### config.mk
export PLATFORM = sky130hd
export DESIGN_NAME = logic_op_arbiter
export DESIGN_NICKNAME = d
export VERILOG_FILES = /design/src/rtl/logic_arb_pkg.sv /design/src/rtl/logic_op_alu.sv /design/src/rtl/logic_op_arbiter.sv
export SDC_FILE = /design/constraint.sdc
export NUM_CORES = 1
export LEC_CHECK = 0
export ABC_CLOCK_PERIOD_IN_PS = 4370
export BUFFER_PORTS_ARGS = -buffer_cell sky130_fd_sc_hd__buf_2
export CORE_ASPECT_RATIO = 0.9
export CORE_MARGIN = 10
export CORE_UTILIZATION = 35
export CTS_CLUSTER_SIZE = 25
export DETAILED_ROUTE_END_ITERATION = 8
export PLACE_DENSITY_LB_ADDON = 0.15
export SYNTH_ARGS = -nofsm -noshare
export SYNTH_HDL_FRONTEND = slang
export SYNTH_SLANG_ARGS = --single-unit
### constraint.sdc
create_clock -name clk -period 4.37 [get_ports clk]
set_input_delay 0.6555 -clock clk [delete_from_list [all_inputs] [get_ports clk]]
set_output_delay 0.6555 -clock clk [all_outputs]
set_load 0.01 [all_outputs]
### src/rtl/logic_arb_pkg.sv
// logic_arb_pkg: opcode encoding shared by the logic-op arbiter and its ALU.
`default_nettype none

package logic_arb_pkg;

  localparam int LOGIC_OP_W = 4;

  typedef enum logic [LOGIC_OP_W-1:0] {
    OP_AND  = 4'd0,
    OP_OR   = 4'd1,
    OP_NAND = 4'd2,
    OP_NOR  = 4'd3,
    OP_XOR  = 4'd4,
    OP_XNOR = 4'd5,
    OP_NOT  = 4'd6,
    OP_BUF  = 4'd7,
    OP_LAND = 4'd8,
    OP_LOR  = 4'd9
  } logic_op_e;

endpackage

`default_nettype wire

### src/rtl/logic_op_alu.sv
// logic_op_alu: combinational bitwise/logical unit.
// Opcodes 8/9 exist only when LOGIC_ARB_LOGICAL_OPS_EN is defined.
`default_nettype none

module logic_op_alu
  import logic_arb_pkg::*;
#(
  parameter int W = 2
) (
  input  logic [LOGIC_OP_W-1:0] op,
  input  logic [W-1:0]          a,
  input  logic [W-1:0]          b,
  output logic [W-1:0]          y,
  output logic                  err
);

  always_comb begin
    y   = '0;
    err = 1'b0;
    case (op)
      OP_AND:  y = a & b;
      OP_OR:   y = a | b;
      OP_NAND: y = ~(a & b);
      OP_NOR:  y = ~(a | b);
      OP_XOR:  y = a ^ b;
      OP_XNOR: y = ~(a ^ b);
      OP_NOT:  y = ~a;
      OP_BUF:  y = a;
`ifdef LOGIC_ARB_LOGICAL_OPS_EN
      OP_LAND: y[0] = (|a) && (|b);
      OP_LOR:  y[0] = (|a) || (|b);
`endif
      default: err = 1'b1;
    endcase
  end

endmodule

`default_nettype wire

### src/rtl/logic_op_arbiter.sv
// logic_op_arbiter: round-robin sharing of one logic_op_alu among NREQ requesters,
// result held in a single-entry tagged output stage. Option: LOGIC_ARB_LOGICAL_OPS_EN.
`default_nettype none

module logic_op_arbiter
  import logic_arb_pkg::*;
#(
  parameter int NREQ = 4,
  parameter int W    = 2,
  localparam int IDW = $clog2(NREQ)
) (
  input  logic                       clk,
  input  logic                       rst,
  input  logic [NREQ-1:0]            req_valid,
  output logic [NREQ-1:0]            req_ready,
  input  logic [LOGIC_OP_W*NREQ-1:0] req_op,
  input  logic [W*NREQ-1:0]          req_a,
  input  logic [W*NREQ-1:0]          req_b,
  output logic                       rsp_valid,
  input  logic                       rsp_ready,
  output logic [IDW-1:0]             rsp_id,
  output logic [W-1:0]               rsp_y,
  output logic                       rsp_err
);

  localparam logic           ST_EMPTY = 1'b0;
  localparam logic           ST_FULL  = 1'b1;
  localparam logic [IDW-1:0] LAST_IDX = IDW'(NREQ - 1);

  logic                  state, state_nxt;
  logic [IDW-1:0]        ptr;
  logic [NREQ-1:0]       rot;
  logic [IDW:0]          sum;
  logic                  found;
  logic [IDW-1:0]        win_idx;
  logic                  allowed;
  logic                  grant;
  logic [LOGIC_OP_W-1:0] sel_op;
  logic [W-1:0]          sel_a, sel_b;
  logic [W-1:0]          alu_y;
  logic                  alu_err;

  assign allowed = !rst && (state == ST_EMPTY || rsp_ready);

  // Rotate valids so bit 0 is the requester at ptr; first set bit wins.
  always_comb begin
    rot   = NREQ'({req_valid, req_valid} >> ptr);
    found = 1'b0;
    sum   = '0;
    for (int k = 0; k < NREQ; k++) begin
      if (!found && rot[k]) begin
        found = 1'b1;
        sum   = {1'b0, ptr} + (IDW+1)'(k);
      end
    end
    if (sum >= (IDW+1)'(NREQ)) sum = sum - (IDW+1)'(NREQ);
    win_idx = sum[IDW-1:0];
  end

  always_comb begin
    req_ready = '0;
    sel_op    = '0;
    sel_a     = '0;
    sel_b     = '0;
    for (int i = 0; i < NREQ; i++) begin
      if (win_idx == IDW'(i)) begin
        req_ready[i] = allowed && found;
        sel_op       = req_op[LOGIC_OP_W*i +: LOGIC_OP_W];
        sel_a        = req_a[W*i +: W];
        sel_b        = req_b[W*i +: W];
      end
    end
  end

  assign grant = |req_ready;

  logic_op_alu #(.W(W)) u_alu (
    .op  (sel_op),
    .a   (sel_a),
    .b   (sel_b),
    .y   (alu_y),
    .err (alu_err)
  );

  always_ff @(posedge clk) begin
    if (rst) begin
      state <= ST_EMPTY;
    end else begin
      state <= state_nxt;
    end
  end

  always_comb begin
    state_nxt = state;
    case (state)
      ST_EMPTY: if (grant) state_nxt = ST_FULL;
      ST_FULL:  if (rsp_ready && !grant) state_nxt = ST_EMPTY;
      default:  state_nxt = ST_EMPTY;
    endcase
  end

  always_comb begin
    rsp_valid = (state == ST_FULL);
  end

  always_ff @(posedge clk) begin
    if (rst) begin
      ptr     <= '0;
      rsp_id  <= '0;
      rsp_y   <= '0;
      rsp_err <= 1'b0;
    end else if (grant) begin
      ptr     <= (win_idx == LAST_IDX) ? '0 : win_idx + 1'b1;
      rsp_id  <= win_idx;
      rsp_y   <= alu_y;
      rsp_err <= alu_err;
    end
  end

endmodule

`default_nettype wire
==> impl_metrics.ini, run 1 <==
[status]
status = complete, no violations

[sta]
slew-limit-headroom_pct = 51.1
worst_pin_slew_ns = 0.728
hold_viol = 0
fin_hold_ws_ns = 0.453
setup_violations = 0
tns_ns = 0
drv_slew = 0
min_period_ns = 3.66
fmax_mhz = 273
rsz0062_at_grt = false
post-route-period-util_pct = 83.8
skew_ns = 0.00277

[setup_path]
cp_max_fo = 19
cp_top_family = compound AO/OA/AOI/OAI gates
startpoint_type = input port
cp-end-kind = register
critPathMostFrequentCell = a21oi_1
critPathSlowestCell = ha_1
cp_cell_sequence = buf_2 > mux2i_1 > nor2_1 > a311oi_1 > ha_1 > nand3b_1 > a21oi_1 > a21oi_1 > nor2_1 > a21oi_1 > ha_1 > mux2i_1 > xor2_1 > nor4_2 > a221o_1
worstPathArrival_ns = 3.80
cp_data_required_time_ns = 4.51
critPathBufInv = 1
slowest_delay_ns = 0.64
criticalPathCategory = input port to register

[cells_and_area]
area_delta_synth_final_pct = 27.9
diodes = 0
final_core_util_pct = 46.5
fillers = 279
fin_cells = 216
layout.nets = 225
drive_gt1_share_pct = 34.1

[grt]
grt_pass1_vias = 1102
grt_pass1_wl_mm = 4.78
grt_max_degree = 20
overflow = 0
track_usage_pct = 10.2
antenna_found_initial = 0

[routing]
vias = 1079
dr.first_iter.drc_count = 34
drc = 0
wl_mm = 2.98
dr.pass1.iters = 4
wl_per_cell_um = 13.8
ant_nets = 0
viasPerCell = 5.00

[clock_network]
cts_tree = done
cts-buffers-inserted = 3
cts_hold_buffers = 0
clock_sinks = 8
insertion_delay_ns = 0.25
clkTransAtPathRegs_ns = 0.06
htreeDepth = 1
clock-root-buffer = clkbuf_4
clockBufferDepth = 2
cts_resized = 0
cts_setup_buffers = 0

[logic_synthesis]
synth_edf_count = 0
ys_warn_count = 0
ys_ff_latch = 8
synth_cells = 131
syn_area_per_cell_um2 = 7.62
synth_cell_types = 39
synth_top_area_share_pct = 16.0
syn-num-nets = 178
async_flop_share_pct = 0
syn_area_um2 = 998
yosys.area.top_type = dfxtp_1
seq_area_frac_synth_pct = 16.0
ys.flop_type = dfxtp_1
synthTopCellsByArea = dfxtp_1 (16%), ha_1 (10%), a21oi_1 (8.5%), nand2_1 (6.0%), a311oi_4 (5.3%)

[worst_hold_path]
hp-class = register to register

[power_and_ir_drop]
pwr-share-seq_pct = 21.6
intPower_mw = 0.257
power_mw = 0.466
vdd_drop_max_mv = 0.144
power.density_nw_per_um2 = 365
combPwrFrac_pct = 66.2
clkPwrFrac_pct = 12.2
switching_share_pct = 44.8
p_leak_nw = 0.612
switchingPower_mw = 0.209

[floorplan]
fp.dieH_um = 70.7
dieWidth_um = 76.3
rows = 18
die_area_um2 = 5390
initial_core_util_pct = 36.3
coreArea_um2 = 2750
io_pins = 49

[run]
cap_violations = 0

[placement]
hpwl_mm = 2.48
place.gp.congestion = 0.772
port-buffer-count = 48
placedCellCount = 213
[kinds of logic (layout without fill, tap and decap cells)]
group / after synthesis / in the layout / share of synthesized area (%)
muxes: 4 / 4 / 4.01
xor gates and xnor gates: 4 / 4 / 3.51
AOI/OAI and AO/OA: 37 / 37 / 28.8
adders and majority gates: 8 / 8 / 10.0
and+or+nand+nor: 53 / 53 / 29.7
DFF: 8 / 8 / 16.0
buffers and inverters: 17 / 62 / 7.90
[cell usage in the layout (no fill, tap or decap), drive strengths merged]
cell type  instances
a211o              2
a211oi             3
a21boi             1
a21oi             17
a221o              1
a22oi              1
a311oi             3
and2               4
and3b              1
buf               49
clkbuf             3
dfxtp              8
ha                 8
inv               10
mux2i              4
nand2             16
nand2b             2
nand3b             5
nor2              11
nor2b              5
nor3               2
nor3b              2
nor4               3
o211ai             2
o21ai              3
o221ai             2
o41ai              2
or3                1
or3b               1
xnor2              2
xor2               2
[routing by layer]
layer	up-vias	track usage, %	share of wire, %
li1	558	-	-
met5	-	0	0
met2	28	17.8	48
met3	2	3.28	5.2
met1	491	12.0	46
met4	0	1.86	0.57
[worst register-to-register path, stage by stage (launching register included)]
cell      delay [ns]
dfxtp_1         0.42
mux2i_1         0.21
nor2_1          0.05
a311oi_1        0.62
ha_1            0.64
nand3b_1        0.18
a21oi_1         0.07
a21oi_1         0.14
nor2_1          0.05
a21oi_1         0.18
ha_1            0.26
mux2i_1         0.16
xor2_1          0.22
nor4_2          0.06
a221o_1         0.28
[worst paths after layout]
check | startpoint | endpoint | slack [ns] | cells after the start
worst min register to register | rsp_id[0]$_SDFFE_PP0P_ | rsp_id[0]$_SDFFE_PP0P_ | 0.45 | 2
worst max-delay path | req_valid[0] | rsp_y[0]$_SDFFE_PP0P_ | 0.71 | 15
worst max register to register | ptr[1]$_SDFFE_PP0P_ | rsp_y[0]$_SDFFE_PP0P_ | 0.73 | 14
worst min-delay path | rsp_id[0]$_SDFFE_PP0P_ | rsp_id[0]$_SDFFE_PP0P_ | 0.45 | 2
[registers in the layout, indices dropped and copies added (netlist names)]
signal and count:
rsp_id 2, rsp_y 2, ptr 2, rsp_err 1, rsp_valid 1
[Yosys cell counts (3+ instances only)]
master	instances
a21oi_1	17
buf_2	3
nand2_1	16
nor2_1	10
dfxtp_1	8
nor2b_1	5
ha_1	8
a211oi_1	3
mux2i_1	4
and2_1	4
inv_1	10
nand3b_1	4
[final cells by class]
cell class,instances,area [um^2],area share (%)
multi-input cells,106,759,59.5
inverters,10,37.5,2.94
well taps,40,50.0,3.92
clock buffers,3,22.5,1.76
repair buffers,49,248,19.4
flip-flops and latches,8,160,12.5
[through the flow]
stage | worst slack, ns | instance area [um^2]
after detailed placement | 0.458 | 1250
after CTS | 0.748 | 1280
after global routing | 0.320 | 1280
final | 0.706 | 1280
after floorplan | 0.996 | 998
after global placement | 0.640 | 1250
[power groups by stage]
stage / Combinational, mW / Clock [mW] / Sequential, mW
floorplan: 0.228 / 0 / 0.107
global placement: 0.302 / 0 / 0.101
detailed placement: 0.309 / 0 / 0.102
CTS: 0.311 / 0.0582 / 0.100
global route: 0.344 / 0.0609 / 0.103
finish: 0.308 / 0.0571 / 0.101
Note: power is estimated with default switching activity, not from simulation.
==> run 2, diff against run 1 <==
ABC_CLOCK_PERIOD_IN_PS = 3110   (was 4370)
clock period = 3.11 ns   (was 4.37 ns; I/O delays follow)
==> impl_metrics.ini, run 2 (synthesized netlist as in run 1, its figures left out) <==
[status]
status = complete, no violations

[sta]
fin_hold_ws_ns = 0.452
drv_slew = 0
hold_viol = 0
post-route-period-util_pct = 93.2
rsz0062_at_grt = false
tns_ns = 0
skew_ns = 0.00151
worst_pin_slew_ns = 0.523
fmax_mhz = 345
min_period_ns = 2.90
setup_violations = 0
slew-limit-headroom_pct = 64.8

[cells_and_area]
final_common_cell = buf_2
reg.largest.list = ptr (2), rsp_id (2), rsp_y (2)
layout_common_cells = buf_2 (48), a21oi_1 (17), nand2_1 (16)
diodes = 0
layout.nets = 239
drive_gt1_share_pct = 41.6
area_delta_synth_final_pct = 40.0

[power_and_ir_drop]
switchingPower_mw = 0.299
clkPwrFrac_pct = 11.2
pwr-share-seq_pct = 20.0
vdd_drop_max_mv = 0.196
switching_share_pct = 42.3
p_leak_nw = 0.679
power.density_nw_per_um2 = 505
combPwrFrac_pct = 68.8
intPower_mw = 0.407

[placement]
hpwl_mm = 2.70
place.gp.congestion = 0.863
port-buffer-count = 48

[routing]
dr.first_iter.drc_count = 41
ant_nets = 0
viasPerCell = 4.83
drc = 0
wl_per_cell_um = 13.4
dr.pass1.iters = 4
wl_mm = 3.07
vias = 1110

[grt]
grt_max_degree = 10
antenna_found_initial = 0
busiest_layer = met2
track_usage_pct = 11.0
grt_pass1_wl_mm = 5.09
grt_pass1_vias = 1095
overflow = 0
met3_usage_pct = 3.66
gr-usage-met1_pct = 13.2
use_met2_pct = 18.5

[setup_path]
crit_path_end = rsp_y[0]$_SDFFE_PP0P_
reg2reg_to = rsp_y[0]$_SDFFE_PP0P_
worstPathArrival_ns = 3.04
r2r_cells = 12
crit_start = ptr[1]$_SDFFE_PP0P_
startpoint_type = register
regToRegSetupSlack_ns = 0.21
cp-end-kind = register
cp_data_required_time_ns = 3.25
criticalPathCategory = register to register
cp_max_fo = 6
r2r_start = ptr[1]$_SDFFE_PP0P_

[clock_network]
clockBufferDepth = 2
clock_sinks = 8
cts_tree = done
insertion_delay_ns = 0.25
clock-root-buffer = clkbuf_4
htreeDepth = 1
cts_setup_buffers = 0
clkTransAtPathRegs_ns = 0.05
cts-buffers-inserted = 3

[floorplan]
fp.dieH_um = 70.7
dieWidth_um = 76.3
die_area_um2 = 5390
rows = 18
initial_core_util_pct = 36.3
io_pins = 49
coreArea_um2 = 2750

[run]
cap_violations = 0

[worst_hold_path]
hp-class = register to register
## run 2: changes by cell type in the layout (fill, tap and decap cells not counted)
cell      delta
a311oi_1     -1
a311oi_2     +1
buf_4       +14
dfxtp_1      -1
dfxtp_2      +1
ha_1         -3
ha_2         +3
## run 2: layout make-up
type                       instances  area (um^2)
inverter                          10         37.5
clock buffer                       3         22.5
fill                             298         1350
timing repair buffer              63          353
sequential                         8          161
tap                               40         50.0
multi-input combinational        106          773
## run 2: power by group through the flow
stage	sequential, mW	combinational [mW]	clock, mW
2_1_floorplan	0.151	0.321	0
3_3_place_gp	0.142	0.478	0
3_5_place_dp	0.143	0.485	0
4_1_cts	0.141	0.489	0.0817
5_1_grt	0.144	0.539	0.0914
6_report	0.141	0.485	0.0790
## run 2: per-layer routing
| layer | up-vias | share of wire (%) |
|---|---|---|
| met5 | - | 0 |
| met3 | 2 | 5.5 |
| li1 | 585 | - |
| met4 | 0 | 0.72 |
| met2 | 26 | 51 |
| met1 | 497 | 43 |
## run 2: worst max-delay path, cell delays in order, from the launching register on
cell	delay, ns
dfxtp_2	0.38
mux2i_1	0.20
nor2_1	0.06
a311oi_2	0.26
inv_1	0.12
ha_1	0.28
a211o_1	0.29
o221ai_1	0.23
ha_1	0.29
mux2i_1	0.16
xor2_1	0.20
nor4_2	0.05
a221o_1	0.26
## run 2: what timing repair did
item	4_1_cts	5_1_grt
hold buffers	0	0
resized for setup	0	4
endpoints found under the setup margin	0	3
## run 2: stage by stage
| step | cell area [um^2] | worst slack, ns | cells | utilization (%) | power, mW |
|---|---|---|---|---|---|
| 2_1_floorplan | 1000 | 0.0520 | 131 | - | 0.472 |
| 3_3_place_gp | 1370 | 0.0772 | 227 | 49.7 | 0.620 |
| 3_5_place_dp | 1370 | 0.0261 | 227 | 49.7 | 0.628 |
| 4_1_cts | 1390 | 0.0911 | 230 | 50.5 | 0.712 |
| 5_1_grt | 1400 | 0.00210 | 230 | 50.9 | 0.775 |
| 6_report | 1400 | 0.212 | 230 | 50.9 | 0.705 |
## run 2: worst min-delay path by stage
stage,startpoint,to,depth (start not counted)
floorplan,rsp_id[0]$_SDFFE_PP0P_,rsp_id[0]$_SDFFE_PP0P_,2
global placement,rsp_id[0]$_SDFFE_PP0P_,rsp_id[0]$_SDFFE_PP0P_,2
detailed placement,rsp_id[1]$_SDFFE_PP0P_,rsp_id[1]$_SDFFE_PP0P_,2
CTS,rsp_id[1]$_SDFFE_PP0P_,rsp_id[1]$_SDFFE_PP0P_,2
global route,rsp_y[0]$_SDFFE_PP0P_,rsp_y[0]$_SDFFE_PP0P_,1
finish,rsp_id[1]$_SDFFE_PP0P_,rsp_id[1]$_SDFFE_PP0P_,2
==> run 3, diff against run 2 <==
ABC_AREA = 1   (was not set)
CORE_ASPECT_RATIO = 1.75   (was 0.9)
==> impl_metrics.ini, run 3 <==
[floorplan]
fp.dieH_um = 101
die_area_um2 = 6640
rows = 29
io_pins = 49
initial_core_util_pct = 36.1
dieWidth_um = 66.0
coreArea_um2 = 3590

[cells_and_area]
drive_gt1_share_pct = 41.4
area_delta_synth_final_pct = 37.8
diodes = 0
layout.nets = 322
final_common_cell = buf_2
fin_cells = 319
multiInputGateArea_um2 = 1020
fillers = 410
register_area_um2 = 161
reg.largest.list = ptr (2), rsp_id (2), rsp_y (2)
layout_common_cells = buf_2 (48), nand2_1 (46), nor2_1 (30)

[logic_synthesis]
synth_cell_types = 29
ys_ff_latch = 8
seq_area_frac_synth_pct = 12.3
synth_edf_count = 0
ys.flop_type = dfxtp_1
synth_most_common_cell = nand2_1
syn_area_um2 = 1300
async_flop_share_pct = 0
synth_commonest_cells = nand2_1 (48), nor2_1 (30), inv_1 (23)
syn-num-nets = 256
synth_cells = 209
ys_warn_count = 0
yosys.area.top_type = nand2_1
syn_area_per_cell_um2 = 6.21
synth_top_area_share_pct = 13.9
synthTopCellsByArea = nand2_1 (14%), dfxtp_1 (12%), nor2_1 (8.7%), nand3_1 (8.5%), ha_1 (7.7%)

[routing]
dr.first_iter.drc_count = 24
dr.pass1.iters = 4
vias = 1506
wl_mm = 4.03
ant_nets = 0
wl_per_cell_um = 12.6
viasPerCell = 4.72
drc = 0

[sta]
fmax_mhz = 347
min_period_ns = 2.88
setup_violations = 0
worst_pin_slew_ns = 0.492
rsz0062_at_grt = false
slew-limit-headroom_pct = 67.1
hold_viol = 0
drv_slew = 0
skew_ns = 0.00118
post-route-period-util_pct = 92.6

[clock_network]
insertion_delay_ns = 0.22
clkTransAtPathRegs_ns = 0.04
clockBufferDepth = 2
clock-root-buffer = clkbuf_8
clock_sinks = 8
cts-buffers-inserted = 3
htreeDepth = 1
cts_setup_buffers = 0
cts_hold_buffers = 0
cts_tree = done
cts_resized = 0

[setup_path]
cp_top_family = simple AND/OR/NAND/NOR gates
critPathBufInv = 5
startpoint_type = register
cp_max_fo = 7
cp_data_required_time_ns = 3.22
critPathSlowestCell = dfxtp_2
cp-end-kind = register
worstPathArrival_ns = 3.00
critPathMostFrequentCell = nand2_1
criticalPathCategory = register to register
slowest_delay_ns = 0.32
cp_cell_sequence = buf_6 > nand2_1 > nand2_1 > nand2_1 > o21ai_2 > nor2_4 > nor3b_1 > nor2_1 > nand2_2 > inv_2 > ha_4 > inv_4 > nor2_1 > o31ai_2 > o21a_1 > inv_1 > ha_1 > inv_1 > nand3_1 > nand2_1 > nor2_1 > nand2_1 > nand2_1 > a21oi_1

[grt]
grt_pass1_wl_mm = 6.20
grt_pass1_vias = 1504
antenna_found_initial = 0
overflow = 0
grt_max_degree = 11
track_usage_pct = 11.5

[run]
cap_violations = 0

[status]
status = complete, no violations

[placement]
hpwl_mm = 3.57
port-buffer-count = 48
place.gp.congestion = 0.806
placedCellCount = 316

[worst_hold_path]
hp-class = register to register
-- run 3: cell families (layout without fill, tap and decap cells) --
logic type      Yosys count  after routing  share of synthesized area [%]
fa+ha+maj                 8              8                           7.71
xor+xnor                  1              1                          0.675
flops                     8              8                           12.3
compound gates           40             40                           21.1
simple gates            119            119                           44.3
buf+inv                  33             97                           13.9
-- run 3: per-stage QoR --
stage                     setup TNS, ns  setup slack (ns)  util [%]  hold WS [ns]  area (um^2)
after floorplan                       0             0.193         -         0.500         1300
after global routing                  0            0.0145      49.8         0.483         1790
after CTS                             0            0.0446      47.9         0.477         1720
final                                 0             0.229      49.8         0.470         1790
after detailed placement        -0.0871           -0.0546      46.7         0.467         1680
after global placement          -0.0821           -0.0679      46.7         0.462         1680
-- run 3: tightest hold or removal path: stages, from the launching register on --
cell     delay, ns
dfxtp_1       0.31
nor2_1        0.04
nor2_1        0.08
-- run 3: layout make-up --
| type | instances | share of cell area (%) |
|---|---|---|
| multi-input cells | 168 | 57.1 |
| flip-flops and latches | 8 | 9.03 |
| inverters | 26 | 5.60 |
| clock buffers | 3 | 2.31 |
| repair buffers | 68 | 22.7 |
| well taps | 46 | 3.22 |
-- run 3: layer usage --
| layer | track usage, % | part of all wire, % |
|---|---|---|
| met1 | 8.73 | 32 |
| met2 | 26.3 | 64 |
| met3 | 2.23 | 3.5 |
| met4 | 1.94 | 0.55 |
| met5 | 0 | 0 |
-- run 3: path summary, 6_finish.rpt --
kind	start	end	slack, ns	depth (start not counted)
min reg2reg	rsp_id[0]$_SDFFE_PP0P_	rsp_id[0]$_SDFFE_PP0P_	0.47	2
max	ptr[0]$_SDFFE_PP0P_	rsp_y[0]$_SDFFE_PP0P_	0.23	24
max reg2reg	ptr[0]$_SDFFE_PP0P_	rsp_y[0]$_SDFFE_PP0P_	0.23	24
min	rsp_id[0]$_SDFFE_PP0P_	rsp_id[0]$_SDFFE_PP0P_	0.47	2
Power of run 3 is left out: the tool's default activity adds up to more than one toggle a clock period on the data nets, which glitch-free logic cannot reach.
